File: src/rtl/cpu_io_collector.sv
// cpu_io_collector: captures CPU output words into a FIFO and ships each one as a serial frame.
module cpu_io_collector #(
   parameter int DATAWIDTH    = 25,
   parameter int DEPTH        = 8,
   parameter int CLKS_PER_BIT = 4
) (
   input  logic                     clk_i,
   input  logic                     rst_ni,
   input  logic                     start_req_i,
   input  logic                     out_flag_ioe_i,
   input  logic [DATAWIDTH-1:0]     cpu_out_i,
   output logic                     start_io_o,
   output logic                     tx_serial_o,
   output logic                     tx_busy_o,
   output logic [$clog2(DEPTH):0]   fifo_count_o,
   output logic                     overflow_o
);
   localparam int AW = $clog2(DEPTH);
   localparam int BW = $clog2(CLKS_PER_BIT);
   localparam int NW = $clog2(DATAWIDTH);
   typedef enum logic {IDLE, RUN} run_t;
   typedef enum logic [1:0] {TX_IDLE, TX_START, TX_DATA, TX_STOP} tx_t;
   run_t run_q, run_d;
   tx_t tx_q;
   logic req_q, req_prev_q;
   logic [AW-1:0] wr_q, rd_q;
   logic [AW:0] count_q, count_d;
   logic [BW-1:0] baud_q;
   logic [NW-1:0] bit_q;
   logic [DATAWIDTH-1:0] shift_q;
   logic [DATAWIDTH-1:0] mem_q [DEPTH];
   logic push, pop, accept, bit_end;
   always_comb begin
      run_d   = (req_q && !req_prev_q) ? ((run_q == RUN) ? IDLE : RUN) : run_q;
      push    = (run_q == RUN) && out_flag_ioe_i;
      pop     = (tx_q == TX_IDLE) && (count_q != '0);
      accept  = push && ((count_q != (AW+1)'(DEPTH)) || pop);
      count_d = count_q + (AW+1)'(accept) - (AW+1)'(pop);
      bit_end = baud_q == BW'(CLKS_PER_BIT-1);
   end
   assign fifo_count_o = count_q;
   always_ff @(posedge clk_i) begin
      if (accept) mem_q[wr_q] <= cpu_out_i;
   end
   always_ff @(posedge clk_i) begin
      if (!rst_ni) begin
         req_q       <= 1'b0;
         req_prev_q  <= 1'b0;
         run_q       <= IDLE;
         start_io_o  <= 1'b0;
         wr_q        <= '0;
         rd_q        <= '0;
         count_q     <= '0;
         overflow_o  <= 1'b0;
         tx_q        <= TX_IDLE;
         tx_serial_o <= 1'b1;
         tx_busy_o   <= 1'b0;
         baud_q      <= '0;
         bit_q       <= '0;
         shift_q     <= '0;
      end else begin
         req_q      <= start_req_i;
         req_prev_q <= req_q;
         run_q      <= run_d;
         start_io_o <= run_d == RUN;
         count_q    <= count_d;
         if (accept) wr_q <= wr_q + AW'(1);
         if (pop) rd_q <= rd_q + AW'(1);
         if (push && !accept) overflow_o <= 1'b1;
         baud_q <= (tx_q == TX_IDLE || bit_end) ? '0 : baud_q + BW'(1);
         case (tx_q)
            TX_IDLE: if (pop) begin
               shift_q     <= mem_q[rd_q];
               tx_q        <= TX_START;
               tx_serial_o <= 1'b0;
               tx_busy_o   <= 1'b1;
            end
            TX_START: if (bit_end) begin
               tx_q        <= TX_DATA;
               tx_serial_o <= shift_q[0];
            end
            TX_DATA: if (bit_end) begin
               if (bit_q == NW'(DATAWIDTH-1)) begin
                  tx_q        <= TX_STOP;
                  tx_serial_o <= 1'b1;
                  bit_q       <= '0;
               end else begin
                  bit_q       <= bit_q + NW'(1);
                  shift_q     <= shift_q >> 1;
                  tx_serial_o <= shift_q[1];
               end
            end
            default: if (bit_end) begin
               tx_q      <= TX_IDLE;
               tx_busy_o <= 1'b0;
            end
         endcase
      end
   end
endmodule

File: config.mk
export PLATFORM = sky130hd
export DESIGN_NAME = cpu_io_collector
export DESIGN_NICKNAME = d
export VERILOG_FILES = /design/src/rtl/cpu_io_collector.sv
export SDC_FILE = /design/constraint.sdc
export NUM_CORES = 1
export LEC_CHECK = 0
export CORE_ASPECT_RATIO = 0.5
export CORE_MARGIN = 8
export CORE_UTILIZATION = 66
export DETAILED_ROUTE_END_ITERATION = 7
export DONT_BUFFER_PORTS = 1
export PLACE_DENSITY = 0.93
export SYNTH_ARGS = -nofsm -noshare
export SYNTH_HDL_FRONTEND = slang
export SYNTH_SLANG_ARGS = --single-unit
export TNS_END_PERCENT = 10
File: constraint.sdc
create_clock -name clk_i -period 10.35 [get_ports clk_i]
set_input_delay 2.07 -clock clk_i [delete_from_list [all_inputs] [get_ports clk_i]]
set_output_delay 2.07 -clock clk_i [all_outputs]
set_load 0.1 [all_outputs]
==> results.md, run 1 <==
* IO Count at 37
* Clk buf depth at 3
* CTS resizes at 0
* Port buffer count at 0
* Synth Area in Adders at 0.0196
* Unrepaired setup endpoints after global routing: no
* DR iter-0 viols at 721
* Via/cell ratio at 7.05
* Global placement routability congestion at 0.753
* Static leakage at 3.55 nW
* Reg-to-reg startpoint: fifo_count_o[2]
* Cts hold-fix bufs at 0
* Max Cap Violations at 0
* Setup crit end kind: flop
* Top cell family by delay on the critical path: flip-flops
* XOR/XNOR Fraction of Synth Area at 0.00879
* Reg clk slew, reported paths at 0.07 ns
* Pwr dens at 256 mW/mm2
* Slowest CP cell: dfxtp_1
* Maximum number of pins on one net before global-route repair at 53
* Setup bufs post-CTS at 0
* Worst hold-check slack at 0.437 ns
* H-tree depth at 1
* Worst-Margin Slew at 1.15 ns
* Vias in the first global route at 5489
* Type of the worst setup path: reg2reg
* Tmin final at 3.70 ns
* R2R depth at 7
* Register area share after synthesis at 0.709
* Critical path depth at 7
* Post-synthesis compound-gate area fraction at 0.0469
* Worst slack at placement at 6.31 ns
* Critical Path Source: fifo_count_o[2]
* Root Driver: clkbuf_16
* Slew Viols, Final at 0
* Worst hold path type: reg2reg
* Setup TNS at 0 ns
* # diodes at 0
* Final period util at 0.358
* Crit Path Max Fanout at 25
* Clock Skew at 0.0161 ns
* Syn Area/Cell at 18.4 um2
* Worst endpoint required time at 10.49 ns
* Die ar. at 0.0195 mm2
* Grt ovf at 0
* #FFs+latches synth at 253
* Final setup vio count at 0
* First-pass GRT wire length at 33.9 mm
* CTS tree: done
* Chip height at 103 um
* Count leader, synth: edfxtp_1
* Max-slew headroom at 0.235
* First-pass DRT Iterations at 5
* Total track usage at 0.233
* Fin nets at 589
* CP max stage delay at 0.96 ns
* Post-Syn Instances at 541
* HPWL Detailed at 12.0 mm
* Syn Std Cell Area at 0.00996 mm2
* Clk_lat worst skew at 0.51 ns
* Final hold viol count at 0
* Placeable Area at 0.0146 mm2
* Synth top area share at 0.603
* DRC at 0
* Final WS setup at 6.65 ns
* Initial antenna violation count at 1
* Top cells by area, synth: edfxtp_1 60%, dfxtp_1 11%, mux4_2 8.1%, mux4_1 3.7%, ha_1 1.8%
* Initial core utilization at 0.681
* Worst hold path cell count at 1
* Worst-path cell chain: inv_1 -> ha_1 -> nand2b_1 -> a31oi_1 -> nand2_1 -> nor3b_2 -> buf_4
* Area added between synthesis and finish at 9.27%
* Netlist cell types at 53
* Number of synthesized flops with an enable pin at 200
* Share of cells above drive strength 1 at 0.178
* Hold Startpoint: baud_q[0]
* Post-synthesis simple-gate area fraction at 0.0553
* Cell taking the most area after synthesis: edfxtp_1
* Primary FF master, synth: edfxtp_1
* Peak supply drop at 0.133 mV
* Fmax at 270 MHz
* Ys Warns at 0
* Rows at 31
* Crit path buf inv count at 2
* Largest family of logic cells by synthesized area: multiplexers
* Post-Syn Nets at 585
* Worst setup SP type: flop
* Mux contribution to synthesized area at 0.136
* Worst Path Arrival at 3.85 ns
* Drt wl/cell at 29.1 um
* CTS Sinks at 253
* Status: complete, no violations
* Commonest cells in the netlist: 200 x edfxtp_1, 53 x dfxtp_1, 36 x mux4_2
* Routed WL at 22.1 mm
* Num CTS Buffers at 22
* Async set-reset flop share out of synthesis at 0
* DR vias at 5350
* ANT nets after route at 0
* Die W at 190 um
-- cell type report --
class	count	area [um2]
Sequential cell	253	7070
Fill cell	712	3740
Multi-Input combinational cell	245	2690
Clock buffer	29	628
Tap cell	198	248
Clock inverter	11	113
Timing Repair Buffer	13	97.6
Inverter	10	37.5
-- per-stage QoR --
| stage | area, um2 | instances | power (mW) | util |
|---|---|---|---|---|
| after CTS | 10900 | 759 | 2.78 | 0.744 |
| final | 10900 | 759 | 2.79 | 0.744 |
| after detailed placement | 10100 | 719 | 1.92 | 0.694 |
| after global routing | 10900 | 759 | 2.88 | 0.744 |
| after floorplan | 9960 | 541 | 1.81 | - |
| after global placement | 10100 | 719 | 1.88 | 0.694 |
-- path summary, 6_finish.rpt --
path | to | slack, ns
hold / removal | baud_q[0] | 0.44
setup / recovery | mem_q[6][8] | 6.65
setup reg to reg | mem_q[6][8] | 6.65
hold reg to reg | baud_q[0] | 0.44
-- registers in the layout, summed over array words and instances, names as in the netlist, named ones only --
signal,count
bit_q,5
req_q,1
tx_busy_o,1
fifo_count_o,4
rd_q,3
tx_q,2
mem_q,200
baud_q,2
run_q,1
wr_q,3
req_prev_q,1
tx_serial_o,1
shift_q,25
overflow_o,1
-- where the power goes --
part / switching [mW] / leakage [nW] / internal [mW]
Clock: 0.373 / 0.360 / 0.481
Combinational: 0.369 / 0.958 / 0.294
Sequential: 0.114 / 2.24 / 1.16
Total: 0.856 / 3.55 / 1.93
-- cell usage in the layout (no fill, tap or decap), types with 3 or more instances in the layout --
cell type	instances
inv_1	10
a221o_1	14
mux4_1	14
xnor2_1	4
nor3b_2	4
nor2b_1	4
a21boi_0	3
and2_1	14
ha_1	14
mux4_2	36
o221ai_1	10
nor2_1	8
nand2b_1	3
clkinv_2	3
a22o_1	13
nand2_1	19
xor2_1	6
clkbuf_16	23
nor3_2	3
edfxtp_1	200
buf_4	13
dfxtp_1	51
o21ai_0	5
a21oi_1	4
clkbuf_1	3
mux2i_1	16
clkinv_1	3
clkbuf_8	3
nand3_1	26
-- layer usage --
metal | GRT usage | share of wire | vias up | wire [um]
met1 | 0.304 | 0.38 | 2701 | 8390
met4 | 0.0818 | 0.028 | 2 | 623
met5 | 0 | 0.00054 | - | 12
met3 | 0.0679 | 0.12 | 68 | 2680
met2 | 0.374 | 0.47 | 392 | 10400
li1 | - | - | 2187 | -
-- cell families (layout without fill, tap and decap cells) --
group,Yosys count,after routing
DFF,253,253
and+or+nand+nor,97,97
muxes,67,67
AOI/OAI and AO/OA,56,56
buffers and inverters,43,63
adders and majority gates,15,15
xor gates and xnor gates,10,10
(Power assumes the default switching activity.)
==> run 2: changes to the inputs <==
Settings changed: CORE_UTILIZATION 66 to 63, PLACE_DENSITY 0.93 to 0.9.
Clock period 10.35 ns to 3.7 ns, I/O delays scaled along.
==> run 2 against run 1 <==
Net effect: sequential power grew to 2.8 times the previous value; flip-flop and latch count unchanged; global-route usage fell by 3.1 points; via count fell by 3.1%; final cell count rose by 1.4%; first-iteration DRC count decreased by 17%; critical path depth unchanged; critical path type unchanged; highest routed layer is now met4.
==> results.md, run 2 (same netlist as run 1, synthesis figures left out) <==
* Worst Path Arrival at 3.02 ns (-0.83 ns)
* Final setup vio count at 0 (unchanged)
* Tmin final at 2.87 ns (-0.837 ns)
* Pwr dens at 702 mW/mm2 (+170%)
* CTS tree: done
* First-pass GRT wire length at 31.6 mm (-6.9%)
* Setup bufs post-CTS at 0 (unchanged)
* Final cell count without fillers at 770 (+1.4%)
* Placeable Area at 0.0154 mm2 (+5.4%)
* Worst setup endpoint: mem_q[6][3]
* Worst hold path cell count at 0 (-1)
* Slowest CP cell: a31oi_1
* Final period util at 0.774 (+0.417)
* Worst setup SP type: flop
* Met2 WL post-DR at 9.98 mm (-4.2%)
* Setup crit end kind: flop
* Max-slew headroom at 0.138 (-0.0969)
* Area added between synthesis and finish at 9.80%
* Status: complete, no violations
* Clock Skew at 0.0147 ns (-0.00139 ns)
* Total track usage at 0.201 (-0.0314)
* Largest registers: mem_q x200, shift_q x25, bit_q x5
* Drt wl/cell at 27.0 um (-7.4%)
* Leading cell type in the layout, fill and taps excluded: edfxtp_1
* Num CTS Buffers at 22 (unchanged)
* Max reg flops at 200 (unchanged)
* Die ar. at 0.0203 mm2 (+4.2%)
* DR WL met3 at 2.23 mm (-17%)
* CTS Sinks at 253 (unchanged)
* Reg-to-reg endpoint: mem_q[6][3]
* Reg-to-reg startpoint: tx_q[0]
* Global placement routability congestion at 0.781 (+3.8%)
* Biggest register: mem_q
* Fin util at 0.709 (-0.0348)
* Unrepaired setup endpoints after global routing: no
* HPWL Detailed at 11.6 mm (-3.0%)
* Max Cap Violations at 0 (unchanged)
* H-tree depth at 1 (unchanged)
* First-pass DRT Iterations at 5 (unchanged)
* Die W at 194 um (+2.2%)
* Clk buf depth at 3 (unchanged)
* Worst-Margin Slew at 1.29 ns (+0.141 ns)
* Routed WL at 20.8 mm (-6.1%)
* Final hold viol count at 0 (unchanged)
* Worst-path cell chain: inv_1 -> ha_1 -> nand2b_1 -> a31oi_1 -> nand2_1 -> nor3b_4 -> buf_4
* Grt ovf at 0 (unchanged)
* Worst endpoint required time at 3.86 ns (-6.63 ns)
* Max layer used: met4
* Critical Path Source: tx_q[0]
* Setup TNS at 0 ns (unchanged)
* Slew Viols, Final at 0 (unchanged)
* Wire length on met1 at 7.84 mm (-6.6%)
* R2R setup slack at 0.83 ns (-5.81 ns)
* Cts hold-fix bufs at 0 (unchanged)
* Vias in the first global route at 5295 (-3.5%)
* Initial core utilization at 0.646 (-0.0350)
* Via/cell ratio at 6.73 (-4.5%)
* IO Count at 37 (unchanged)
* Most frequent cells in the layout: 200 x edfxtp_1, 51 x dfxtp_1, 36 x mux4_2
* Clk_lat worst skew at 0.52 ns (about the same)
* DR vias at 5184 (-3.1%)
* Crit Path Max Fanout at 25 (unchanged)
* R2R depth at 7 (unchanged)
* CTS resizes at 0 (unchanged)
* Type of the worst setup path: reg2reg
* # diodes at 0 (unchanged)
* ANT nets after route at 0 (unchanged)
* DRC at 0 (unchanged)
* Initial antenna violation count at 0 (-1)
* DR iter-0 viols at 600 (-17%)
* Share of cells above drive strength 1 at 0.178 (+0.000192)
* Port buffer count at 0 (unchanged)
* Static leakage at 3.57 nW (+0.45%)
* Peak supply drop at 0.471 mV (+250%)
* Worst hold path type: in2reg
* Reg clk slew, reported paths at 0.07 ns (about the same)
* Rows at 32 (+3.2%)
* Fin nets at 595 (+1.0%)
* Overall power at 7.68 mW (+180%)
* CP max stage delay at 0.49 ns (-0.47 ns)
* Placed cells at 731 (+1.7%)
* Maximum number of pins on one net before global-route repair at 53 (unchanged)
* Root Driver: clkbuf_16
* Fmax at 349 MHz (+29%)
* Chip height at 105 um (+2.0%)
[run 2: cell count changes in the layout (fill, tap and decap cells not counted), sizes merged]
| cell | delta |
|---|---|
| clkbuf | -2 |
| buf | +6 |
| inv | -1 |
| clkinv | +4 |
| clkinvlp | -2 |
[run 2: layer usage]
layer | track usage | vias up
met4 | 0.0824 | 0
met5 | 0 | -
met2 | 0.329 | 343
met3 | 0.0522 | 64
li1 | - | 2207
met1 | 0.257 | 2570
[run 2: worst min path at each step]
stage,to,slack (ns),from
after floorplan,baud_q[0],0.41,baud_q[0]
after global placement,baud_q[0],0.42,baud_q[0]
after detailed placement,baud_q[0],0.44,baud_q[0]
after CTS,mem_q[0][7],0.31,cpu_out_i[7]
after global routing,mem_q[4][24],0.30,cpu_out_i[24]
final,mem_q[1][17],0.31,cpu_out_i[17]
[run 2: critical path, delay by kind of cell, from the launching register on]
family | cells | cell delay (ns)
compound gates | 1 | 0.49
fa+ha+maj | 1 | 0.44
buf+inv | 2 | 0.52
flops | 1 | 0.34
simple gates | 3 | 0.71
[run 2: report_power, final]
part | leakage (nW) | internal, mW | switching [mW] | total (mW)
Combinational | 0.995 | 0.856 | 1.01 | 1.86
Clock | 0.339 | 1.24 | 1.00 | 2.25
Sequential | 2.24 | 3.24 | 0.325 | 3.57
[run 2: area by class of cell]
cell class,instances,area (um2)
Clock buffer,27,569
Timing Repair Buffer,19,155
Tap cell,204,255
Fill cell,825,4480
Sequential cell,253,7070
Inverter,10,37.5
Multi-Input combinational cell,245,2720
Clock inverter,12,126
[run 2: stage by stage]
step,hold slack (ns),cell area [um2],setup slack [ns]
floorplan,0.408,9990,-0.757
global placement,0.416,10200,1.10
detailed placement,0.436,10200,0.938
CTS,0.311,10900,0.869
global route,0.304,10900,0.654
finish,0.314,10900,0.835
